--- config.mk ---
export PLATFORM = sky130hd
export DESIGN_NAME = multi_blinker
export DESIGN_NICKNAME = d
export VERILOG_FILES = /design/src/rtl/multi_blinker.sv
export SDC_FILE = /design/constraint.sdc
export NUM_CORES = 1
export LEC_CHECK = 0
export ABC_AREA = 1
export CAP_MARGIN = 25
export CORE_MARGIN = 3
export CORE_UTILIZATION = 52
export CTS_CLUSTER_DIAMETER = 30
export DETAILED_ROUTE_END_ITERATION = 6
export MAX_ROUTING_LAYER = met4
export PLACE_DENSITY_LB_ADDON = 0.2
export SLEW_MARGIN = 10
export SYNTH_ARGS = -nofsm -noshare
export SYNTH_HDL_FRONTEND = slang
export SYNTH_SLANG_ARGS = --single-unit
--- constraint.sdc ---
create_clock -name clk -period 1.7 [get_ports clk]
set_clock_uncertainty 0.05 [all_clocks]
set_input_delay 0.34 -clock clk [delete_from_list [all_inputs] [get_ports clk]]
set_output_delay 0.34 -clock clk [all_outputs]
set_load 0.05 [all_outputs]
--- src/rtl/multi_blinker.sv ---
// Multi-channel blink generator: one shared prescaler strobe drives per-channel
// half-period counters running in OFF, SOLID, continuous-blink or counted-burst mode.
module multi_blinker #(
  parameter int unsigned NUM_CH   = 4,
  parameter int unsigned RATE_W   = 10,
  parameter int unsigned PRESCALE = 65536,
  parameter int unsigned CNT_W    = 4
) (
  input  logic                       clk,
  input  logic                       rst,
  input  logic [NUM_CH*RATE_W-1:0]   rate,
  input  logic [NUM_CH*2-1:0]        mode,
  input  logic [NUM_CH*CNT_W-1:0]    burst_len,
  input  logic [NUM_CH-1:0]          start,
  output logic [NUM_CH-1:0]          blink,
  output logic [NUM_CH-1:0]          busy,
  output logic                       tick
);

  localparam int unsigned PRE_W = $clog2(PRESCALE);

  typedef enum logic [1:0] {
    MODE_OFF   = 2'b00,
    MODE_CONT  = 2'b01,
    MODE_BURST = 2'b10,
    MODE_SOLID = 2'b11
  } mode_e;

  logic [PRE_W-1:0] r_pre;
  logic             r_tick;
  logic             w_pre_wrap;

  // Channels advance on the same edge that raises tick, so toggles line up with it.
  assign w_pre_wrap = (r_pre == PRE_W'(PRESCALE - 1));

  always_ff @(posedge clk) begin
    if (!rst) begin
      r_pre  <= '0;
      r_tick <= 1'b0;
    end else begin
      r_pre  <= w_pre_wrap ? '0 : r_pre + PRE_W'(1);
      r_tick <= w_pre_wrap;
    end
  end

  assign tick = r_tick;

  for (genvar gi = 0; gi < NUM_CH; gi++) begin : g_ch
    mode_e             w_mode;
    logic [RATE_W-1:0] w_rate;
    logic [CNT_W-1:0]  w_len;
    logic              w_start;

    mode_e             r_prev;
    logic [RATE_W-1:0] r_hcnt;
    logic [RATE_W-1:0] r_rate_sh;
    logic [CNT_W-1:0]  r_rem;
    logic              r_blink;
    logic              r_busy;

    assign w_mode  = mode_e'(mode[gi*2 +: 2]);
    assign w_rate  = rate[gi*RATE_W +: RATE_W];
    assign w_len   = burst_len[gi*CNT_W +: CNT_W];
    assign w_start = start[gi];

    always_ff @(posedge clk) begin
      if (!rst) begin
        r_prev    <= MODE_OFF;
        r_hcnt    <= '0;
        r_rate_sh <= '0;
        r_rem     <= '0;
        r_blink   <= 1'b0;
        r_busy    <= 1'b0;
      end else begin
        r_prev <= w_mode;
        if (w_mode != r_prev) begin
          // Mode entry beats any start or tick in the same cycle.
          r_hcnt    <= '0;
          r_rate_sh <= w_rate;
          r_rem     <= '0;
          r_busy    <= 1'b0;
          r_blink   <= (w_mode == MODE_CONT) || (w_mode == MODE_SOLID);
        end else if (w_mode == MODE_OFF || w_mode == MODE_SOLID) begin
          r_hcnt  <= '0;
          r_rem   <= '0;
          r_busy  <= 1'b0;
          r_blink <= (w_mode == MODE_SOLID);
        end else if (w_mode == MODE_BURST && !r_busy) begin
          r_hcnt <= '0;
          if (w_start && (w_len != '0)) begin
            r_blink   <= 1'b1;
            r_busy    <= 1'b1;
            r_rem     <= w_len;
            r_rate_sh <= w_rate;
          end else begin
            r_blink <= 1'b0;
          end
        end else if (w_pre_wrap) begin
          // Rate is reloaded only at a toggle so a half-period is never cut or stretched.
          if (r_hcnt == r_rate_sh) begin
            r_hcnt    <= '0;
            r_rate_sh <= w_rate;
            r_blink   <= ~r_blink;
            if (w_mode == MODE_BURST && r_blink) begin
              r_rem <= r_rem - CNT_W'(1);
              if (r_rem == CNT_W'(1)) begin
                r_busy <= 1'b0;
              end
            end
          end else begin
            r_hcnt <= r_hcnt + RATE_W'(1);
          end
        end
      end
    end

    assign blink[gi] = r_blink;
    assign busy[gi]  = r_busy;
  end

endmodule
* After elaboration in Yosys (flattened, before gate mapping)
Index checks and enable logic that the tools add are counted.
Operators by class: add/sub/neg operators 9, equal/unequal tests 37, mux-type cells 96, bitwise gates (word level) 5, reductions and logical operators 89
Operator list (number):
- 10-bit 2-to-1 mux | 28
- 4-bit 2-to-1 mux | 20
- 1-bit 2-to-1 mux | 48
- 4-bit nonzero test | 12
- 10-bit by 1-bit adder with 10-bit output (second input constant) | 4
- 10-bit == test | 4
- 4-bit AND reduction | 8
- 2-bit nonzero test | 16
- 3-bit nonzero test | 8
- 5-bit AND reduction | 4
- 16-bit by 1-bit adder with 16-bit output (second input constant) | 1
- 16-bit == test (second input constant) | 1
- 2-bit == test (second input constant) | 8
- 4-bit by 1-bit == test with 1-bit output (second input constant) | 4
- 4-bit OR reduction | 4
- 4-bit by 1-bit subtractor with 4-bit output (second input constant) | 4
- 1-bit logical AND | 12
- 3-bit by 2-bit != test with 1-bit output (second input constant) | 4
- 3-bit OR reduction | 4
- 2-bit by 1-bit == test with 1-bit output (second input constant) | 4
- 2-bit zero test | 4
- 1-bit logical OR | 8
- 2-bit by 1-bit != test with 1-bit output (second input constant) | 4
- 2-bit != test | 4
- 5 further kinds | 18
Word-level totals: register bits after elaboration 129, bits of input ports 70, output and inout port bits 9, word-level logic and storage cells 262

* Depth between registers and ports, before layout
Gate-level depths: netlist of run 1.
word-level depth 6, depth in mapped cells 12, depth with buffers taken out 12

* Worst setup path after synthesis of run 1
Ideal clock, no wire load.
path kind register -> register, start point register r_pre[0], end point register g_ch[0].r_hcnt[5], setup time 123 ps, data arrival time 1531 ps, data required time 1527 ps, setup slack -4 ps, cell stages (with the launch flop) 10, path buffers 1, clock period less this slack 1704 ps, cell sequence dfxtp_1 ha_1 nand3_2 nor2_4 nand3_4 nor2_8 buf_6 nand2_1 nor3_1 nor3_2
Between the ends: cells in the longest elaborated chain, start to end 1
RTL lines:
- start, declared | RTL line 29 | logic [PRE_W-1:0] r_pre;
- start signal, assigned | RTL line 41 | r_pre <= w_pre_wrap ? '0 : r_pre + PRE_W'(1);
- 16-bit == test | RTL line 34 | assign w_pre_wrap = (r_pre == PRE_W'(PRESCALE - 1));
- end signal, assigned | RTL line 111 | r_hcnt <= r_hcnt + RATE_W'(1);
- end, declared | RTL line 55 | logic [RATE_W-1:0] r_hcnt;
Every way passes these cells. A chain may end at the register's enable or synchronous reset.

* Final worst setup path of run 1
start point register r_pre[0], end point register g_ch[1].r_blink
Between the ends: cells in the longest elaborated chain, start to end 3
RTL lines:
- 16-bit == test | RTL line 34
- 4-bit nonzero test (no line)
- 2-bit AND reduction (no line)
- end signal, assigned | RTL line 82 | r_blink <= (w_mode == MODE_CONT) || (w_mode == MODE_SOLID);
- end signal, assigned | RTL line 87 | r_blink <= (w_mode == MODE_SOLID);
- end signal, assigned | RTL line 103 | r_blink <= ~r_blink;
- end, declared | RTL line 58 | logic r_blink;
Every way passes these cells.

==> impl_metrics.env, run 1 <==
export IMPL_drv_cap=0
export IMPL_drive_above_1_share=0.2640
export IMPL_nets=1582
export IMPL_grt_ovfl_total=0
export IMPL_grt_max_degree=27
export IMPL_synth_seq_cells=129
export IMPL_peakVddDrop_mv=0.7430
export IMPL_fin_cells=1684
export IMPL_fillers=1020
export IMPL_wl_per_cell_um=12.85
export IMPL_htreeDepth=4
export IMPL_syn_to_final_growth_pct=44.38
export IMPL_crit_type="reg2reg"
export IMPL_die_w_um=130.0
export IMPL_via_count=8626
export IMPL_grt_setup_unrepaired="yes"
export IMPL_synth_edff_count=0
export IMPL_async_reset_ff_frac=0
export IMPL_place_gp_congestion=0.8868
export IMPL_ant_nets=0
export IMPL_final_util=0.7797
export IMPL_cp_arrival_ns=2.07
export IMPL_post_route_min_period_ns=1.810
export IMPL_finalSetupViolCount=53
export IMPL_die_area_um2=16900
export IMPL_clkTransAtPathRegs_ns=0.06
export IMPL_clkSinkCount=129
export IMPL_gr_usage_all_layers=0.2476
export IMPL_routed_wl_mm=21.63
export IMPL_startpoint="r_pre[0]"
export IMPL_layout_setup_ws_ns=-0.1103
export IMPL_port_buffers=78
export IMPL_numCtsBuffers=17
export IMPL_antenna_found_initial=0
export IMPL_top_layer="met4"
export IMPL_placed_area_um2=9852
export IMPL_status="finished with violations"
export IMPL_report_final_slew_viol_count=0
export IMPL_cts_root_buf="clkbuf_16"
export IMPL_powerDensity_nw_per_um2=813.0
export IMPL_relSlewSlack=0.6931
export IMPL_wl_met2_mm=10.93
export IMPL_grt_pass1_vias=7958
export IMPL_synth_avg_cell_area_um2=6.327
export IMPL_ys_seq_area_frac=0.3229
export IMPL_num_antenna_cells=0
export IMPL_period_share=1.065
export IMPL_start_util=0.5400
export IMPL_fp_row_count=44
export IMPL_dpl_hpwl_mm=14.00
export IMPL_clock_latency_ns=0.42
export IMPL_cts_hold_buf=0
export IMPL_fin_area_um2=11550
export IMPL_synth_distinct_cells=42
export IMPL_p_leak_nw=5.657
export IMPL_min_path_type="in2reg"
export IMPL_whs_ns=0.2221
export IMPL_die_h_um=130.0
export IMPL_dr_first_iter_drc_count=540
export IMPL_io_pin_count=79
export IMPL_yosysWarnings=0
export IMPL_cp_end_kind="flop"
export IMPL_synth_top_flop_cell="dfxtp_1"
export IMPL_grt_pass1_wl_mm=33.66
export IMPL_min_from="mode[4]"
export IMPL_cp_data_required_time_ns=1.96
export IMPL_reg2reg_from="r_pre[0]"
export IMPL_post_place_ws_ns=-0.5646
export IMPL_syn_nets=1359
export IMPL_drtPass1Iterations=5
export IMPL_path_max_fanout=5
export IMPL_fmax_ghz=0.5524
export IMPL_cp_start_kind="flop"
export IMPL_tightest_slew_ns=0.4599
export IMPL_dp_cells=1624
export IMPL_cts_path_max_buffers=2
export IMPL_hold_viol_final=0
export IMPL_dr_wl_met3_um=955
export IMPL_drcViolationCount=0
export IMPL_violations="negative setup slack"
export IMPL_drt_vias_per_instance=5.122
export IMPL_core_area_um2=14810
export IMPL_syn_inst=1264
export IMPL_synthesis_area_um2=7998
export IMPL_m1WireLength_mm=9.380
export IMPL_cts_tree="built"
critical path, cell delays in order, from the launching register on:
cell and delay [ns]:
dfxtp_2 0.35, ha_4 0.16, nand3_4 0.11, nor2_4 0.13
nand3_4 0.11, nor2_8 0.13, buf_12 0.14, buf_8 0.11
nand2_4 0.06, nand2_2 0.09, nor2_1 0.05, nor2_1 0.15
nor2_1 0.08
placed cells by master, fill, tap and decap left out, drive strengths merged, types with 4 or more instances in the layout:
cell and instances:
nand4 61, ha 25, inv 241, clkinv 4, nand2 343, clkbuf 24
dfxtp 129, bufinv 4, nor2 182, a21oi 44, nor3 40, nand3 66
clkinvlp 4, or2 5, dlymetal6s2s 4, clkdlybuf4s50 64, nor3b 7, o21ai 35
buf 167, xor2 12, xnor2 26
final timing paths:
| kind | end | slack [ns] | depth (start not counted) |
|---|---|---|---|
| worst min register to register | g_ch[2].r_hcnt[8] | 0.45 | 2 |
| worst max-delay path | g_ch[1].r_blink | -0.11 | 12 |
| worst max register to register | g_ch[1].r_blink | -0.11 | 12 |
| worst min-delay path | g_ch[2].r_prev[0] | 0.22 | 4 |
cells by family after synthesis:
kind of cell	share of synthesized area
AO/OA/AOI/OAI	0.05773
XOR/XNOR	0.04161
adder cells (fa/ha/maj)	0.03911
buffers and inverters	0.1419
flip-flops	0.3229
AND/OR/NAND/NOR	0.3967
final cells by class:
| class | instances | area [µm²] | area share |
|---|---|---|---|
| tap | 184 | 230.2 | 0.01994 |
| clock inverter | 9 | 152.6 | 0.01322 |
| inverter | 243 | 954.7 | 0.08267 |
| timing repair inverter | 1 | 7.507 | 0.0006501 |
| timing repair buffer | 236 | 2151 | 0.1863 |
| sequential | 129 | 2592 | 0.2245 |
| multi-input combinational | 859 | 4971 | 0.4305 |
| clock buffer | 23 | 488.0 | 0.04226 |
power breakdown:
| group | switching [mW] | internal, mW | total, mW |
|---|---|---|---|
| Combinational | 1.17 | 0.923 | 2.09 |
| Sequential | 0.113 | 3.20 | 3.32 |
| Clock | 1.37 | 2.60 | 3.98 |
| Total | 2.66 | 6.73 | 9.39 |
registers in the layout (all words and copies together), names as in the netlist:
register,flops
g_ch.r_rate_sh,40
g_ch.r_blink,4
g_ch.r_rem,16
tick,1
g_ch.r_prev,8
g_ch.r_busy,4
g_ch.r_hcnt,40
r_pre,16
cells in the mapped netlist, types with 2 or more instances:
| cell | n | area [µm²] |
|---|---|---|
| nor4_1 | 2 | 12.51 |
| buf_6 | 4 | 45.04 |
| nor2_2 | 4 | 25.02 |
| or2_2 | 4 | 25.02 |
| ha_1 | 25 | 312.8 |
| buf_2 | 8 | 40.04 |
| a21boi_0 | 3 | 22.52 |
| nand3_4 | 5 | 87.58 |
| o21ai_0 | 31 | 155.2 |
| nand2_2 | 5 | 31.28 |
| nand3_2 | 11 | 110.1 |
| inv_1 | 237 | 889.6 |
| nor3_2 | 5 | 50.05 |
| nor2_1 | 176 | 660.6 |
| nand3_1 | 46 | 230.2 |
| dfxtp_1 | 129 | 2582 |
| o21ai_1 | 4 | 20.02 |
| inv_2 | 4 | 15.01 |
| xor2_1 | 12 | 105.1 |
| a21oi_1 | 44 | 220.2 |
| nor3b_1 | 6 | 45.04 |
| buf_1 | 4 | 15.01 |
| xnor2_1 | 26 | 227.7 |
| buf_4 | 11 | 82.58 |
| nor3_1 | 35 | 175.2 |
| nand2_1 | 338 | 1269 |
| nand4_1 | 60 | 375.4 |
| a211oi_1 | 2 | 15.01 |
| clkbuf_1 | 10 | 37.54 |
per-layer routing:
metal / track usage / vias up
li1: - / 4369
met1: 0.2993 / 3983
met2: 0.4164 / 237
met3: 0.04134 / 37
met4: 0.09108 / 0
met5: - / -
timing repair:
action / 4_1_cts / 5_1_grt
setup buffers: 8 / 13
resized for setup: 55 / 178
setup endpoints to repair: 106 / 119
gates cloned: 6 / 2
pin swaps: 15 / 50
per-stage QoR:
stage / power [mW] / TNS [ns]
final: 9.387 / -1.622
after global routing: 9.798 / -11.22
after CTS: 9.135 / -1.154
after detailed placement: 5.029 / -42.38
after global placement: 4.990 / -38.62
after floorplan: 4.451 / 0
(Power assumes the default switching activity.)
==> inputs of run 2 (changes only) <==
SETUP_SLACK_MARGIN = 0.05   (was not set)
==> run 2 against run 1 <==
Effect of this change: the run still ends with negative setup slack left; worst hold slack better by 0.031 ns; setup slack worse by 0.018 ns; fmax down 0.99%; sequential share of layout area down 0.33 points; cell count up 0.30%; via count up 1.1%; global-route usage up 1.3 points; sequential power about the same; highest routed layer unchanged.
==> impl_metrics.env, run 2 (synthesis gave the netlist of run 1 again) <==
export IMPL_report_final_slew_viol_count=0
export IMPL_finalSetupViolCount=89
export IMPL_startpoint="r_pre[6]"
export IMPL_cp_end_kind="flop"
export IMPL_wl_per_cell_um=13.67
export IMPL_dp_cells=1627
export IMPL_relSlewSlack=0.5845
export IMPL_drv_cap=0
export IMPL_min_path_type="in2reg"
export IMPL_hold_viol_final=0
export IMPL_fin_cells=1689
export IMPL_grt_setup_unrepaired="yes"
export IMPL_cp_arrival_ns=2.09
export IMPL_fmax_ghz=0.5469
export IMPL_setup_tns_ns=-4.598
export IMPL_cts_root_buf="clkbuf_16"
export IMPL_die_area_um2=16900
export IMPL_crit_buf_inv=1
export IMPL_worstHoldPathCells=4
export IMPL_fp_row_count=44
export IMPL_syn_to_final_growth_pct=46.54
export IMPL_drive_above_1_share=0.2831
export IMPL_powerDensity_nw_per_um2=785.2
export IMPL_core_area_um2=14810
export IMPL_ant_nets=0
export IMPL_path_max_fanout=6
export IMPL_fin_area_um2=11720
export IMPL_via_count=8723
export IMPL_whs_ns=0.2528
export IMPL_cts_path_max_buffers=2
export IMPL_p_seq_frac=0.360
export IMPL_seq_area_um2=2592
export IMPL_crit_type="reg2reg"
export IMPL_htreeDepth=4
export IMPL_port_buffers=78
export IMPL_final_cell_mix="296 x nand2_1, 215 x inv_1, 141 x buf_4"
export IMPL_p_switching_mw=2.606
export IMPL_grt_ovfl_total=0
export IMPL_cp_start_kind="flop"
export IMPL_p_int_mw=6.597
export IMPL_numCtsBuffers=17
export IMPL_routed_wl_mm=23.09
export IMPL_p_sw_frac=0.2832
export IMPL_post_route_min_period_ns=1.828
export IMPL_r2r_cells=8
export IMPL_layout_setup_ws_ns=-0.1285
export IMPL_cp_cell_sequence="nand2_1 > nor2_2 > nand3_4 > nor2_8 > buf_12 > nand4_1 > nand2_4 > nor3b_2"
export IMPL_status="finished with violations"
export IMPL_place_gp_congestion=0.8816
export IMPL_start_util=0.5400
export IMPL_placed_area_um2=9874
export IMPL_gr_usage_all_layers=0.2604
export IMPL_grt_max_degree=24
export IMPL_peakVddDrop_mv=0.7151
export IMPL_dr_first_iter_drc_count=611
export IMPL_p_leak_nw=5.673
export IMPL_tightest_slew_ns=0.6184
export IMPL_cp_data_required_time_ns=1.96
export IMPL_multiInputGateArea_um2=5117
export IMPL_max_stage_delay_ns=0.35
export IMPL_num_antenna_cells=0
export IMPL_reg2reg_from="r_pre[6]"
export IMPL_violations="negative setup slack"
export IMPL_antenna_found_initial=0
export IMPL_rrSetupSlack_ns=-0.13
export IMPL_min_from="mode[0]"
export IMPL_hold_path_endpoint="g_ch[0].r_prev[0]"
export IMPL_io_pin_count=79
export IMPL_top_regs="g_ch.r_hcnt: 40 flops, g_ch.r_rate_sh: 40 flops"
export IMPL_crit_family="simple AND/OR/NAND/NOR gates"
export IMPL_crit_cells=8
export IMPL_grt_pass1_vias=8050
export IMPL_drcViolationCount=0
export IMPL_clkPwrFrac=0.411
export IMPL_clkSinkCount=129
export IMPL_fillers=971
export IMPL_die_h_um=130.0
export IMPL_drtPass1Iterations=5
export IMPL_cts_tree="built"
export IMPL_final_common_cell="nand2_1"
export IMPL_drt_vias_per_instance=5.165
export IMPL_clock_latency_ns=0.42
export IMPL_dpl_hpwl_mm=13.81
export IMPL_clkTransAtPathRegs_ns=0.06
export IMPL_period_share=1.076
export IMPL_p_comb_frac=0.229
export IMPL_grt_pass1_wl_mm=35.13
export IMPL_nets=1589
export IMPL_crit_path_top_delay_cell="dfxtp_1"
export IMPL_die_w_um=130.0
export IMPL_rr_endpoint="g_ch[0].r_hcnt[6]"
## run 2: cell type report
class	count	share of cell area
well taps	184	0.01964
clock inverters	5	0.008541
inverters	243	0.08242
repair buffers	241	0.1864
flip-flops and latches	129	0.2212
repair inverters	3	0.002028
multi-input cells	859	0.4366
clock buffers	25	0.04313
## run 2: worst max-delay path by stage
stage / slack [ns] / end
after floorplan: 0.03 / g_ch[0].r_busy
after global placement: -0.51 / g_ch[2].r_rem[1]
after detailed placement: -0.55 / g_ch[0].r_rem[2]
after CTS: -0.08 / g_ch[3].r_rate_sh[6]
after global routing: -0.19 / g_ch[2].r_rem[0]
final: -0.13 / g_ch[0].r_hcnt[6]
## run 2: layer usage
| metal | GRT usage | vias to the layer above | wire length [µm] |
|---|---|---|---|
| li1 | - | 4388 | - |
| met2 | 0.4446 | 284 | 11650 |
| met4 | 0.09474 | 0 | 847 |
| met3 | 0.05239 | 84 | 1143 |
| met1 | 0.3039 | 3967 | 9455 |
| met5 | - | - | 0 |
## run 2: worst register-to-register path: cells and delay by family, from the launching register on
family	cells	cell delay (ns)
buffers and inverters	1	0.19
DFF	1	0.35
and+or+nand+nor	7	1.12
## run 2: power groups by stage
stage	combinational [mW]	sequential, mW	clock, mW
floorplan	1.11	3.34	0
CTS	1.85	3.31	3.79
global placement	1.62	3.37	0
global route	2.33	3.33	3.92
detailed placement	1.66	3.37	0
finish	2.11	3.31	3.78
## run 2: timing repair
item / in CTS / in global routing
pin swaps: 23 / 77
setup buffers: 19 / 5
gates resized for setup: 99 / 179
setup endpoints to repair: 115 / 121
cloned: 10 / 0
endpoints found under the hold margin: 0 / 0
hold buffers: 0 / 0
## run 2: stage by stage
step	worst slack [ns]	total power [mW]	util
5_1_grt	-0.1893	9.589	0.7914
3_3_place_gp	-0.5123	4.988	0.6668
4_1_cts	-0.07716	8.948	0.7522
2_1_floorplan	0.02662	4.451	-
3_5_place_dp	-0.5529	5.031	0.6668
6_report	-0.1285	9.203	0.7914
==> inputs of run 3 (changes only) <==
GPL_ROUTABILITY_DRIVEN = 0   (was not set)
RECOVER_POWER = 100   (was not set)
==> run 3 against run 2 <==
Effect of this change: largest power group unchanged; critical path depth unchanged; flip-flop and latch count unchanged; utilization shrank 0.20 points; first-iteration DRC count grew 1.6%; clock power barely moved; critical path type unchanged; via count is 0.18% lower; sequential share of layout area grew 0.057 points; global-route usage unchanged; setup slack barely moved; the flow still finishes with violations (negative setup slack); combinational power about the same; register-to-register slack about the same; highest routed layer unchanged.
==> impl_metrics.env, run 3 (synthesis gave the netlist of run 1 again) <==
export IMPL_dr_first_iter_drc_count=621
export IMPL_core_area_um2=14810
export IMPL_placed_area_um2=9874
export IMPL_cp_end_kind="flop"
export IMPL_final_cell_mix="296 x nand2_1, 215 x inv_1, 130 x buf_4"
export IMPL_die_h_um=130.0
export IMPL_dpl_hpwl_mm=13.81
export IMPL_p_leak_nw=5.659
export IMPL_fillers=982
export IMPL_min_path_type="in2reg"
export IMPL_wl_per_cell_um=13.67
export IMPL_port_buffers=78
export IMPL_top_regs="g_ch.r_hcnt: 40 flops, g_ch.r_rate_sh: 40 flops"
export IMPL_grt_setup_unrepaired="yes"
export IMPL_finalSetupViolCount=90
export IMPL_cp_arrival_ns=2.09
export IMPL_ant_nets=0
export IMPL_numCtsBuffers=17
export IMPL_die_w_um=130.0
export IMPL_fp_row_count=44
export IMPL_via_count=8707
export IMPL_cp_data_required_time_ns=1.96
export IMPL_antenna_found_initial=0
export IMPL_htreeDepth=4
export IMPL_tightest_slew_ns=1.127
export IMPL_cts_tree="built"
export IMPL_period_share=1.076
export IMPL_drv_cap=0
export IMPL_grt_ovfl_total=0
export IMPL_grt_max_degree=24
export IMPL_grt_pass1_vias=8050
export IMPL_r2r_cells=8
export IMPL_post_place_ws_ns=-0.5529
export IMPL_post_route_min_period_ns=1.828
export IMPL_layout_setup_ws_ns=-0.1284
export IMPL_powerDensity_nw_per_um2=786.4
export IMPL_io_pin_count=79
export IMPL_report_final_slew_viol_count=0
export IMPL_cp_start_kind="flop"
export IMPL_crit_type="reg2reg"
export IMPL_seq_area_um2=2592
export IMPL_crit_buf_inv=1
export IMPL_relSlewSlack=0.2490
export IMPL_gr_usage_all_layers=0.2604
export IMPL_nets=1589
export IMPL_fmax_ghz=0.5469
export IMPL_clkTransAtPathRegs_ns=0.06
export IMPL_clock_latency_ns=0.42
export IMPL_drive_above_1_share=0.2817
export IMPL_max_stage_delay_ns=0.35
export IMPL_cp_cell_sequence="nand2_1 > nor2_2 > nand3_4 > nor2_8 > buf_12 > nand4_1 > nand2_4 > nor3b_2"
export IMPL_hold_viol_final=0
export IMPL_worstHoldPathCells=4
export IMPL_status="finished with violations"
export IMPL_violations="negative setup slack"
export IMPL_cts_root_buf="clkbuf_16"
export IMPL_drtPass1Iterations=5
export IMPL_path_max_fanout=6
export IMPL_final_common_cell="nand2_1"
export IMPL_clkSinkCount=129
export IMPL_fin_area_um2=11690
export IMPL_num_antenna_cells=0
export IMPL_drt_vias_per_instance=5.155
export IMPL_routed_wl_mm=23.10
export IMPL_syn_to_final_growth_pct=46.17
export IMPL_multiInputGateArea_um2=5117
export IMPL_crit_family="simple AND/OR/NAND/NOR gates"
export IMPL_crit_cells=8
export IMPL_grt_pass1_wl_mm=35.13
export IMPL_setup_tns_ns=-5.062
export IMPL_die_area_um2=16900
export IMPL_cts_path_max_buffers=2
export IMPL_peakVddDrop_mv=0.7134
export IMPL_drcViolationCount=0
export IMPL_start_util=0.5400
export IMPL_crit_path_top_delay_cell="dfxtp_1"
==> run 3: metrics by stage <==
step                      hold slack [ns]  utilization  power (mW)  instances
final                              0.2532       0.7894       9.193       1689
after global routing               0.2911       0.7894       9.579       1689
after CTS                          0.3160       0.7522       8.948       1686
after detailed placement           0.4217       0.6668       5.031       1627
after global placement             0.4212       0.6668       4.988       1627
after floorplan                    0.3703            -       4.451       1264
==> run 3: cell type report <==
type / instances / area share
Multi-Input combinational cell: 859 / 0.4378
Sequential cell: 129 / 0.2218
Timing Repair Buffer: 241 / 0.1843
Inverter: 243 / 0.08263
Clock buffer: 25 / 0.04324
Tap cell: 184 / 0.01969
Clock inverter: 5 / 0.008563
Timing Repair inverter: 3 / 0.002034
==> run 3: worst paths after layout <==
check	start	endpoint	slack [ns]
setup / recovery	r_pre[6]	g_ch[0].r_hcnt[6]	-0.13
hold / removal	mode[0]	g_ch[0].r_prev[0]	0.25
setup reg to reg	r_pre[6]	g_ch[0].r_hcnt[6]	-0.13
hold reg to reg	g_ch[1].r_busy	g_ch[1].r_busy	0.46
==> run 3: worst min-delay path: stages <==
cell and delay (ns):
dlymetal6s2s_1 0.10, buf_4 0.15, nand2_1 0.06, inv_1 0.05
==> run 3: what timing repair did <==
action,4_1_cts,5_1_grt
gates resized for setup,99,179
pin swaps,23,77
hold buffers,0,0
gates cloned,10,0
setup buffers,19,5
setup endpoints to repair,115,121
endpoints found under the hold margin,0,0
==> run 3: power by group <==
part           leakage [nW]  switching [mW]  total, mW  internal [mW]
logic                  4.30            1.20       2.10          0.903
clock network         0.299            1.30       3.78           2.48
registers              1.06           0.109       3.31           3.20
total                  5.66            2.61       9.19           6.59
==> run 3: per-layer routing <==
metal | track usage | up-vias | part of all wire
met5 | - | - | 0
met4 | 0.09474 | 0 | 0.037
met3 | 0.05239 | 79 | 0.049
met2 | 0.4446 | 283 | 0.50
met1 | 0.3039 | 3962 | 0.41
li1 | - | 4383 | -
